File: src/rtl/en_dff_pipe.sv
// ----------------------------------------------------------------------------
// en_dff_pipe
//   Enable-gated register pipeline. Each stage holds WIDTH data bits plus a
//   valid bit. The pipeline also has a synchronous flush and a registered
//   occupancy count of the valid stages. It is meant to be used as a
//   programmable delay/alignment stage between datapath blocks.
//
//   Optional feature: define EN_DFF_PIPE_ASSERT_EN to compile in the SVA
//   self-checks and cover points. The ports and the behaviour are the same
//   in both builds.
// ----------------------------------------------------------------------------
module en_dff_pipe #(
   parameter int              WIDTH     = 8,
   parameter int              DEPTH     = 4,
   parameter logic [WIDTH-1:0] RESET_VAL = '0
) (
   input  logic                       clk,
   input  logic                       reset,
   input  logic                       enable,
   input  logic                       flush,
   input  logic [WIDTH-1:0]           d,
   input  logic                       d_valid,
   output logic [WIDTH-1:0]           q,
   output logic                       q_valid,
   output logic [$clog2(DEPTH+1)-1:0] occ
);

   localparam int OCC_W = $clog2(DEPTH+1);

   logic [WIDTH-1:0] data_q  [DEPTH];
   logic [WIDTH-1:0] data_d  [DEPTH];
   logic [DEPTH-1:0] valid_q;
   logic [DEPTH-1:0] valid_d;
   logic [OCC_W-1:0] occ_q;
   logic [OCC_W-1:0] occ_d;

   // Next-state selection: flush clears everything, enable shifts, otherwise hold.
   // occ cannot overflow: it can only be at DEPTH when the last stage is valid,
   // and in that case the subtraction cancels the increment.
   always_comb begin
      data_d  = data_q;
      valid_d = valid_q;
      occ_d   = occ_q;
      if (flush) begin
         for (int i = 0; i < DEPTH; i++) begin
            data_d[i] = RESET_VAL;
         end
         valid_d = '0;
         occ_d   = '0;
      end else if (enable) begin
         data_d[0]  = d;
         valid_d[0] = d_valid;
         for (int i = 1; i < DEPTH; i++) begin
            data_d[i]  = data_q[i-1];
            valid_d[i] = valid_q[i-1];
         end
         occ_d = occ_q + OCC_W'(d_valid) - OCC_W'(valid_q[DEPTH-1]);
      end
   end

   // Stage registers. Reset is asynchronous and takes priority over everything.
   always_ff @(posedge clk or posedge reset) begin
      if (reset) begin
         for (int i = 0; i < DEPTH; i++) begin
            data_q[i] <= RESET_VAL;
         end
         valid_q <= '0;
         occ_q   <= '0;
      end else begin
         data_q  <= data_d;
         valid_q <= valid_d;
         occ_q   <= occ_d;
      end
   end

   // The outputs come straight from the last stage, so no path from an input
   // reaches an output without passing through a register.
   assign q       = data_q[DEPTH-1];
   assign q_valid = valid_q[DEPTH-1];
   assign occ     = occ_q;

`ifdef EN_DFF_PIPE_ASSERT_EN
   a_reset: assert property (@(posedge clk) disable iff (reset)
      reset |=> (q == RESET_VAL && !q_valid && occ == '0));

   a_flush: assert property (@(posedge clk) disable iff (reset)
      flush |=> (!q_valid && occ == '0));

   a_hold: assert property (@(posedge clk) disable iff (reset)
      (!enable && !flush) |=> $stable({q, q_valid, occ}));

   a_delay: assert property (@(posedge clk) disable iff (reset)
      (enable && !flush) |=> (data_q[0] == $past(d) && valid_q[0] == $past(d_valid)));

   // Each later stage must hold exactly what its predecessor held before the shift.
   for (genvar g = 1; g < DEPTH; g++) begin : g_shadow
      a_stage: assert property (@(posedge clk) disable iff (reset)
         (enable && !flush) |=> (data_q[g] == $past(data_q[g-1]) &&
                                 valid_q[g] == $past(valid_q[g-1])));
   end

   a_occ: assert property (@(posedge clk) disable iff (reset)
      (occ_q == OCC_W'($countones(valid_q)) && occ_q <= OCC_W'(DEPTH)));

   c_full: cover property (@(posedge clk) disable iff (reset)
      occ_q == OCC_W'(DEPTH));

   c_flush_full: cover property (@(posedge clk) disable iff (reset)
      flush && occ_q == OCC_W'(DEPTH));
`else
   // Checks are not compiled in, so no assertion or shadow logic exists here.
`endif

endmodule

File: config.mk
export PLATFORM = sky130hd
export DESIGN_NAME = en_dff_pipe
export DESIGN_NICKNAME = d
export VERILOG_FILES = /design/src/rtl/en_dff_pipe.sv
export SDC_FILE = /design/constraint.sdc
export NUM_CORES = 1
export LEC_CHECK = 0
export ABC_AREA = 1
export CELL_PAD_IN_SITES_DETAIL_PLACEMENT = 1
export CELL_PAD_IN_SITES_GLOBAL_PLACEMENT = 2
export CORE_MARGIN = 10
export CORE_UTILIZATION = 25
export DETAILED_ROUTE_END_ITERATION = 16
export MAX_ROUTING_LAYER = met4
export PLACE_DENSITY_LB_ADDON = 0.25
export SYNTH_ARGS = -nofsm -noshare
export SYNTH_HDL_FRONTEND = slang
export SYNTH_SLANG_ARGS = --single-unit
File: constraint.sdc
create_clock -name clk -period 2 [get_ports clk]
set_input_delay 0.4 -clock clk [delete_from_list [all_inputs] [get_ports clk]]
set_output_delay 0.4 -clock clk [all_outputs]
set_load 0.02 [all_outputs]
# Word-level counts from Yosys, hierarchy flattened
# Cells that the tools add are included.
# totals
reg_bits	39
out_inout_bits	12
wordCells	15
# classes
n_addsub	2
n_mux	6
n_reduce_logical	1
# ops
cell	n
32-bit two-way mux	2
4-bit two-way mux	2
3-bit two-way mux	2
3-bit by 1-bit adder with 3-bit output	1
3-bit by 1-bit subtractor with 3-bit output	1
2-bit nonzero test	1

# Longest topological paths before layout
# Gate-level depths: netlist of run 1.
# logic_depth
word_depth	4
depth_mapped	9

# Least setup slack after synthesis of run 1
# No wires, ideal clock.
# synth_timing
path_type	register -> register
start	register occ_q[0], in the netlist occ[0]
end	register occ_q[2], in the netlist occ[2]
setup_ps	117
t_arrival_ps	1595
path_slack_ps	287
path_stages_with_launch	10
synth_period_minus_slack_ps	1713
path_cell_list	dfrtp_1 inv_1 ha_1 inv_1 ha_1 inv_1 fa_1 nand3b_1 nand3_1 nand2_1
# synth_between
elab_chain_cells	4
# synth_lines
item	line	source
start: declaration	34	logic [OCC_W-1:0] occ_q;
start signal: assignment	68	occ_q <= '0;
start signal: assignment	72	occ_q <= occ_d;
3-bit by 1-bit adder with 3-bit output	57	occ_d = occ_q + OCC_W'(d_valid) - OCC_W'(valid_q[DEPTH-1]);
3-bit by 1-bit subtractor with 3-bit output	57	
3-bit two-way mux	50	end else if (enable) begin
3-bit two-way mux	44	if (flush) begin
# Every way passes these cells. The select of a mux whose other input is x is not followed.
# A chain may end at the register's enable or synchronous reset.

# Worst setup path in the final report of run 1
# layout_timing
start	register occ_q[1], in the netlist occ[1]
end	output port occ[1]
# layout_rtl
item	line	source
end: declaration	25	output logic [$clog2(DEPTH+1)-1:0] occ
# No word-level cell between the ends.

==> flow_summary.yaml, run 1 <==
cts:
  cts_tree: "built"
  insertion_delay_ns: 0.29
  cts-htree-levels: 2
  ctsLongestPathBuffers: 2
  clk_pin_slew_ns: 0.07
  postCtsSetupBuffers: 0
  cts_inserted_buffers: 5
  cts_root_buf: "clkbuf_8"
  post_cts_resized: 0
  cts_hold_buf: 0
  cts.sinks: 39
critical_path:
  start_kind: "flop"
  crit_type: "flop to primary output"
  endpoint_kind: "primary output"
  crit_path_max_fanout: 5
  worst_ep_required_time_ns: 1.60
  crit_arrival_ns: 1.36
  cpPeakStageDelay_ns: 0.64
  path_buf_inv: 1
  crit_chain: "clkdlybuf4s50_1"
  cp_top_family: "buffers and inverters"
  slowest_stage: "clkdlybuf4s50_1"
sta:
  setup-tns-final_ns: 0
  post-route-min-period_ns: 1.76
  min_period_over_period: 0.881
  finalSetupViolations: 0
  final_max_slew_viol_count: 0
  fmax_ghz: 0.568
  rsz0062_at_grt: "false"
  setup_ws_ns: 0.239
  worst_slew_pin_slew_ns: 0.483
  slew_headroom: 0.678
  final_hold_viol_count: 0
  skew_ns: 0.00805
placement:
  gp_congestion: 0.682
  place_inst: 251
  place_ws_ns: 0.0943
  place_hpwl_mm: 2.41
  port_buffers: 24
layout:
  nNetsFinal: 197
  n_antenna_cell: 0
  most-common-layout-cells: "39 x dfrtp_1, 35 x inv_1, 26 x nand2_1"
  layout-drive-gt1-share: 0.132
  fin_cells: 259
  layout_commonest_cell: "dfrtp_1"
  area_delta_synth_final_pct: 20.0
synthesis:
  synth_top_family_by_area: "compound AO/OA/AOI/OAI gates"
  ys_ff_latch: 39
  synth_cell_types: 16
  syn_area_um2: 1690
  synth-xor-area-share: 0
  synth_fa_ha_area_frac: 0.0267
  synth_simple_gate_area_share: 0.0720
  avgSynthCellArea_um2: 10.4
  syn_nets: 178
  synthMuxAreaShare: 0
  yosysSeqAreaShare: 0.579
  synth_cells: 162
  synth_compound_area_frac: 0.164
  yosys_warnings: 0
die:
  die_width_um: 102
  die_h_um: 102
  fp.coreArea_um2: 6460
  start_util: 0.261
  row_count: 29
  die_area_um2: 10400
  num_io_pins: 25
power:
  clockPowerShare: 0.349
  power_frac_seq: 0.553
  powerDensity_nw_per_um2: 734
  p_leak_nw: 0.870
  power_mw: 1.48
  swShare: 0.249
  ir_drop_uv: 217
  p_sw_uw: 369
  intPower_mw: 1.11
  combPwrFrac: 0.098
routing:
  via_per_inst: 4.11
  wirelength_mm: 3.36
  drc: 0
  final_antenna_net_count: 0
  vias: 1064
  drtIter0Drc: 31
  wl_per_cell_um: 13.0
  first_pass_iters: 3
status:
  status: "finished clean"
grt:
  grt_use_total: 0.0766
  grt_max_degree: 40
  antenna_found_initial: 0
  grt_pass1_vias: 1259
  grt_pass1_wl_mm: 6.11
  grt_overflow_total: 0
min_path:
  hp-class: "flop to flop"
run:
  maxCapViolCount: 0
==> worst paths after layout <==
path | start | to | slack, ns | depth (start not counted)
setup reg to reg | valid_q[3] | occ[2] | 0.26 | 8
max in group asynchronous | reset | q[5] | 1.14 | 3
hold / removal | q[7] | q[7] | 0.49 | 2
hold reg to reg | q[7] | q[7] | 0.49 | 2
setup / recovery | occ[1] | occ[1] | 0.24 | 1
min in group asynchronous | reset | data_q[27] | 0.52 | 3
==> per-stage QoR <==
step	hold WS (ns)	util	instance area, um^2
final	0.488	0.313	2020
after global routing	0.533	0.313	2020
after CTS	0.500	0.313	2020
after detailed placement	0.481	0.299	1930
after global placement	0.473	0.299	1930
after floorplan	0.454	-	1690
==> power by group through the flow <==
stage / Combinational, mW / Sequential, mW / Clock [mW]
floorplan: 0.0905 / 0.840 / 0
finish: 0.146 / 0.821 / 0.517
global placement: 0.145 / 0.835 / 0
CTS: 0.151 / 0.821 / 0.542
detailed placement: 0.150 / 0.837 / 0
global route: 0.166 / 0.824 / 0.585
==> synthesized netlist by cell type <==
cell type,count,area [um^2]
dfrtp_1,39,976
inv_1,35,131
nand2_1,26,97.6
o21ai_0,18,90.1
o22ai_2,10,125
o22ai_1,9,56.3
buf_4,8,60.1
buf_6,5,56.3
buf_2,3,15.0
ha_1,2,25.0
nand3_1,2,10.0
fa_1,1,20.0
inv_2,1,3.75
nand3b_1,1,7.51
nor2_2,1,6.26
o21ai_1,1,5.00
==> tightest hold or removal path, cell delays in order (launching register included) <==
cell and delay (ns):
dfrtp_1 0.35, nand2_1 0.05, o21ai_0 0.06
==> flip-flops by register name (all words and copies together), names as in the netlist <==
register / count
data_q: 24
q: 8
valid_q: 4
occ: 3
==> logic make-up after synthesis <==
family,Yosys count
AOI/OAI and AO/OA,38
adders and majority gates,3
buffers and inverters,52
DFF,39
and+or+nand+nor,30
==> per-layer routing <==
layer  GRT usage  vias up  wire length, um
li1            -      534                -
met1      0.0815      503             1460
met2       0.123       20             1640
met3      0.0236        7              163
met4      0.0456        0               90
met5           -        -                0
==> cell type report <==
cell class,count,area [um^2]
well taps,77,96.3
fillers,757,4440
multi-input cells,71,443
clock inverters,3,20.0
flip-flops and latches,39,976
inverters,36,135
repair buffers,28,283
clock buffers,5,68.8
No activity file was read; power rests on OpenSTA's default activity.
==> inputs of run 2 (changes only) <==
Settings changed: CORE_MARGIN 10 to 3, CORE_UTILIZATION 25 to 34.
==> flow_summary.yaml, run 2 (same netlist as run 1, synthesis figures left out) <==
routing:
  vias: 1095
  drc: 0
  wirelength_mm: 3.22
  drtIter0Drc: 58
  first_pass_iters: 4
  via_per_inst: 4.45
  final_antenna_net_count: 0
  wl_per_cell_um: 13.1
status:
  status: "finished clean"
die:
  row_count: 24
  num_io_pins: 25
  die_area_um2: 5840
  die_h_um: 76.4
  die_width_um: 76.4
  fp.coreArea_um2: 4560
  start_util: 0.369
layout:
  layout-drive-gt1-share: 0.122
  layout_commonest_cell: "dfrtp_1"
  fin_cells: 246
  area_delta_synth_final_pct: 18.6
  top_register: "data_q"
  fin_util: 0.438
  most-common-layout-cells: "39 x dfrtp_1, 35 x inv_1, 26 x nand2_1"
  largest_reg_flops: 24
  nNetsFinal: 198
  n_antenna_cell: 0
critical_path:
  cp_top_family: "buffers and inverters"
  worst_ep_required_time_ns: 1.60
  path_buf_inv: 1
  rr_worst_depth: 8
  crit_chain: "clkdlybuf4s50_1"
  crit_path_max_fanout: 5
  rr_startpoint: "valid_q[3]"
  crit_type: "flop to primary output"
  worst-r2r-setup-slack_ns: 0.29
  crit_arrival_ns: 1.39
  cpPeakStageDelay_ns: 0.65
  r2r-end: "occ[2]"
  endpoint_kind: "primary output"
  slowest_stage: "clkdlybuf4s50_1"
  start_kind: "flop"
sta:
  slew_headroom: 0.670
  final_max_slew_viol_count: 0
  worst_slew_pin_slew_ns: 0.495
  post-route-min-period_ns: 1.79
  fmax_ghz: 0.560
  finalSetupViolations: 0
  skew_ns: 0.00456
  setup-tns-final_ns: 0
  rsz0062_at_grt: "false"
  final_hold_viol_count: 0
  min_period_over_period: 0.893
placement:
  place_hpwl_mm: 2.29
  gp_congestion: 0.729
  port_buffers: 24
  place_inst: 240
cts:
  cts_tree: "built"
  cts.sinks: 39
  ctsLongestPathBuffers: 2
  cts-htree-levels: 2
  post_cts_resized: 0
  postCtsSetupBuffers: 0
  cts_inserted_buffers: 5
  clk_pin_slew_ns: 0.07
  cts_hold_buf: 0
  cts_root_buf: "clkbuf_8"
  insertion_delay_ns: 0.28
power:
  p_sw_uw: 337
  power_frac_seq: 0.569
  combPwrFrac: 0.102
  p_leak_nw: 0.871
  intPower_mw: 1.11
  clockPowerShare: 0.328
  ir_drop_uv: 461
  power_mw: 1.44
  swShare: 0.234
  powerDensity_nw_per_um2: 723
grt:
  grt_use_total: 0.129
  grt_pass1_wl_mm: 5.70
  grt_max_degree: 40
  grt_overflow_total: 0
  antenna_found_initial: 0
  grt_pass1_vias: 1184
min_path:
  whs_path_depth: 2
  min_to: "q[1]"
  min_from: "q[1]"
  hp-class: "flop to flop"
run:
  maxCapViolCount: 0
==> run 2: cell types whose count changed in the layout (fill, tap and decap cells not counted), sizes merged <==
cell | previous run | this run
buf | 4 | 5
clkinv | 1 | 0
clkbuf | 5 | 6
clkinvlp | 2 | 0
==> run 2: stage by stage <==
stage	hold slack [ns]	worst slack (ns)	area [um^2]
final	0.490	0.213	2000
after floorplan	0.454	0.287	1690
after detailed placement	0.479	0.104	1930
after global placement	0.467	0.169	1930
after global routing	0.527	0.135	2000
after CTS	0.497	0.193	2000
==> run 2: cell type report <==
| cell class | count | area [um^2] |
|---|---|---|
| clock buffers | 6 | 72.6 |
| fillers | 529 | 2570 |
| inverters | 36 | 135 |
| multi-input cells | 71 | 443 |
| flip-flops and latches | 39 | 976 |
| well taps | 65 | 81.3 |
| repair buffers | 29 | 290 |
==> run 2: power by group through the flow <==
stage,Clock (mW),Combinational (mW),Sequential (mW)
CTS,0.497,0.152,0.822
global route,0.541,0.168,0.824
finish,0.474,0.148,0.822
floorplan,0,0.0905,0.840
global placement,0,0.145,0.835
detailed placement,0,0.151,0.837
==> run 2: worst max-delay path by stage <==
stage,depth (start not counted),startpoint,to,slack (ns)
2_1_floorplan,9,occ[0],occ[2],0.29
3_3_place_gp,7,d_valid,occ[2],0.17
3_5_place_dp,7,d_valid,occ[2],0.10
4_1_cts,1,occ[1],occ[1],0.19
5_1_grt,9,occ[0],occ[2],0.14
6_report,1,occ[1],occ[1],0.21
==> run 2: metal layers <==
layer / GRT usage / wire length (um)
met1: 0.163 / 1560
met2: 0.187 / 1450
met3: 0.0331 / 140
met4: 0.0707 / 74
met5: - / 0
==> RTL change (config.mk and constraints of run 2) <==
`WIDTH`: 8 -> 12.
--- a/src/rtl/en_dff_pipe.sv
+++ b/src/rtl/en_dff_pipe.sv
@@ -12,3 +12,3 @@
 module en_dff_pipe #(
-   parameter int              WIDTH     = 8,
+   parameter int              WIDTH     = 12,
    parameter int              DEPTH     = 4,
Ports: changed (resized d and q); port bits go from 25 to 33. The function was not compared with the original's and may differ.
==> RTL change against run 2 <==
Wire length is 30% higher. Cell count is 30% higher. Sequential cell count is 16 higher. Global-route usage is 0.25 points lower. Largest cell class unchanged. Die area is 35% higher. Clock skew is 1.3 ps lower. Design area is 35% higher. Power is 36% higher. Area after synthesis is 38% higher. Worst setup slack better by 1.6 ps.
==> RTL change: results <==
set metrics [dict create \
    slew_headroom_pct 80.47 \
    detailroute.wirelength.met2_mm 2.040 \
    placedInstanceArea_mm2 0.002605 \
    grt_max_degree 56 \
    layout.nets 262 \
    power.share.clock_pct 31.2 \
    clk_pin_slew_ps 90 \
    synth-compound-area-share_pct 15.16 \
    seq_cell_count 55 \
    holdCritPathClass "input pin to async pin" \
    globalRouteMet1Util_pct 15.30 \
    regToRegSetupSlack_ps 320 \
    post_synth_main_area_contributors "dfrtp_1 59%, inv_1 7.4%, o22ai_1 7.3%" \
    grt_pass1_wl_mm 7.355 \
    dpl.hpwl_mm 2.737 \
    drt-total-wl_mm 4.202 \
    detailedPlace.worstSlack_ps 154.0 \
    portBuffers 32 \
    buffer_area_share_pct 14.22 \
    postSynthNetCount 240 \
    seqAreaFraction_pct 51.12 \
    final-clk-cell-share_pct 3.253 \
    wl_met3_um 155 \
    area_used_by_multi_input_combinational_logic_um2 566.8 \
    non_clock_inverter_count 48 \
    power.switching_fraction_pct 23.91 \
    seq_area_frac_synth_pct 59.14 \
    layout_min_cycle_time_ps 1785 \
    routedLengthMet1_mm 1.925 \
    max-vdd-ir-drop_mv 0.3047 \
    synth-adder-area-share_pct 1.935 \
    placed_instances 312 \
    clock_skew_ps 3.270 \
    total_power_mw 1.967 \
    filler_cell_count 720 \
    run_status "finished clean" \
    finalNonFillerCells 319 \
    number_of_detailed_route_iterations_in_the_first_pass 3 \
    synth.distinct_cells 20 \
    multi_input_cells 95 \
]
## RTL change: changes by cell type after synthesis, sizes merged
cell,run 2,this run
inv,36,48
buf,16,20
dfrtp,39,55
o21ai,19,27
o22ai,19,27
nand2,26,34
clkbuf,0,2
## RTL change: path summary, 6_finish.rpt
kind / endpoint / startpoint / depth (start not counted)
max: occ[1] / occ[1]$_DFFE_PP0P_ / 1
min: q[2]$_DFFE_PP0P_ / reset / 3
max reg2reg: occ[2]$_DFFE_PP0P_ / occ[0]$_DFFE_PP0P_ / 9
min reg2reg: q[2]$_DFFE_PP0P_ / q[2]$_DFFE_PP0P_ / 2
max in group asynchronous: data_q[25]$_DFFE_PP0P_ / reset / 3
min in group clk: q[2]$_DFFE_PP0P_ / q[2]$_DFFE_PP0P_ / 2
## RTL change: logic make-up (layout without fill, tap and decap cells)
logic type / count (synthesis) / after routing
adders and majority gates: 3 / 3
buffers and inverters: 70 / 92
AOI/OAI and AO/OA: 54 / 54
DFF: 55 / 55
and+or+nand+nor: 38 / 38
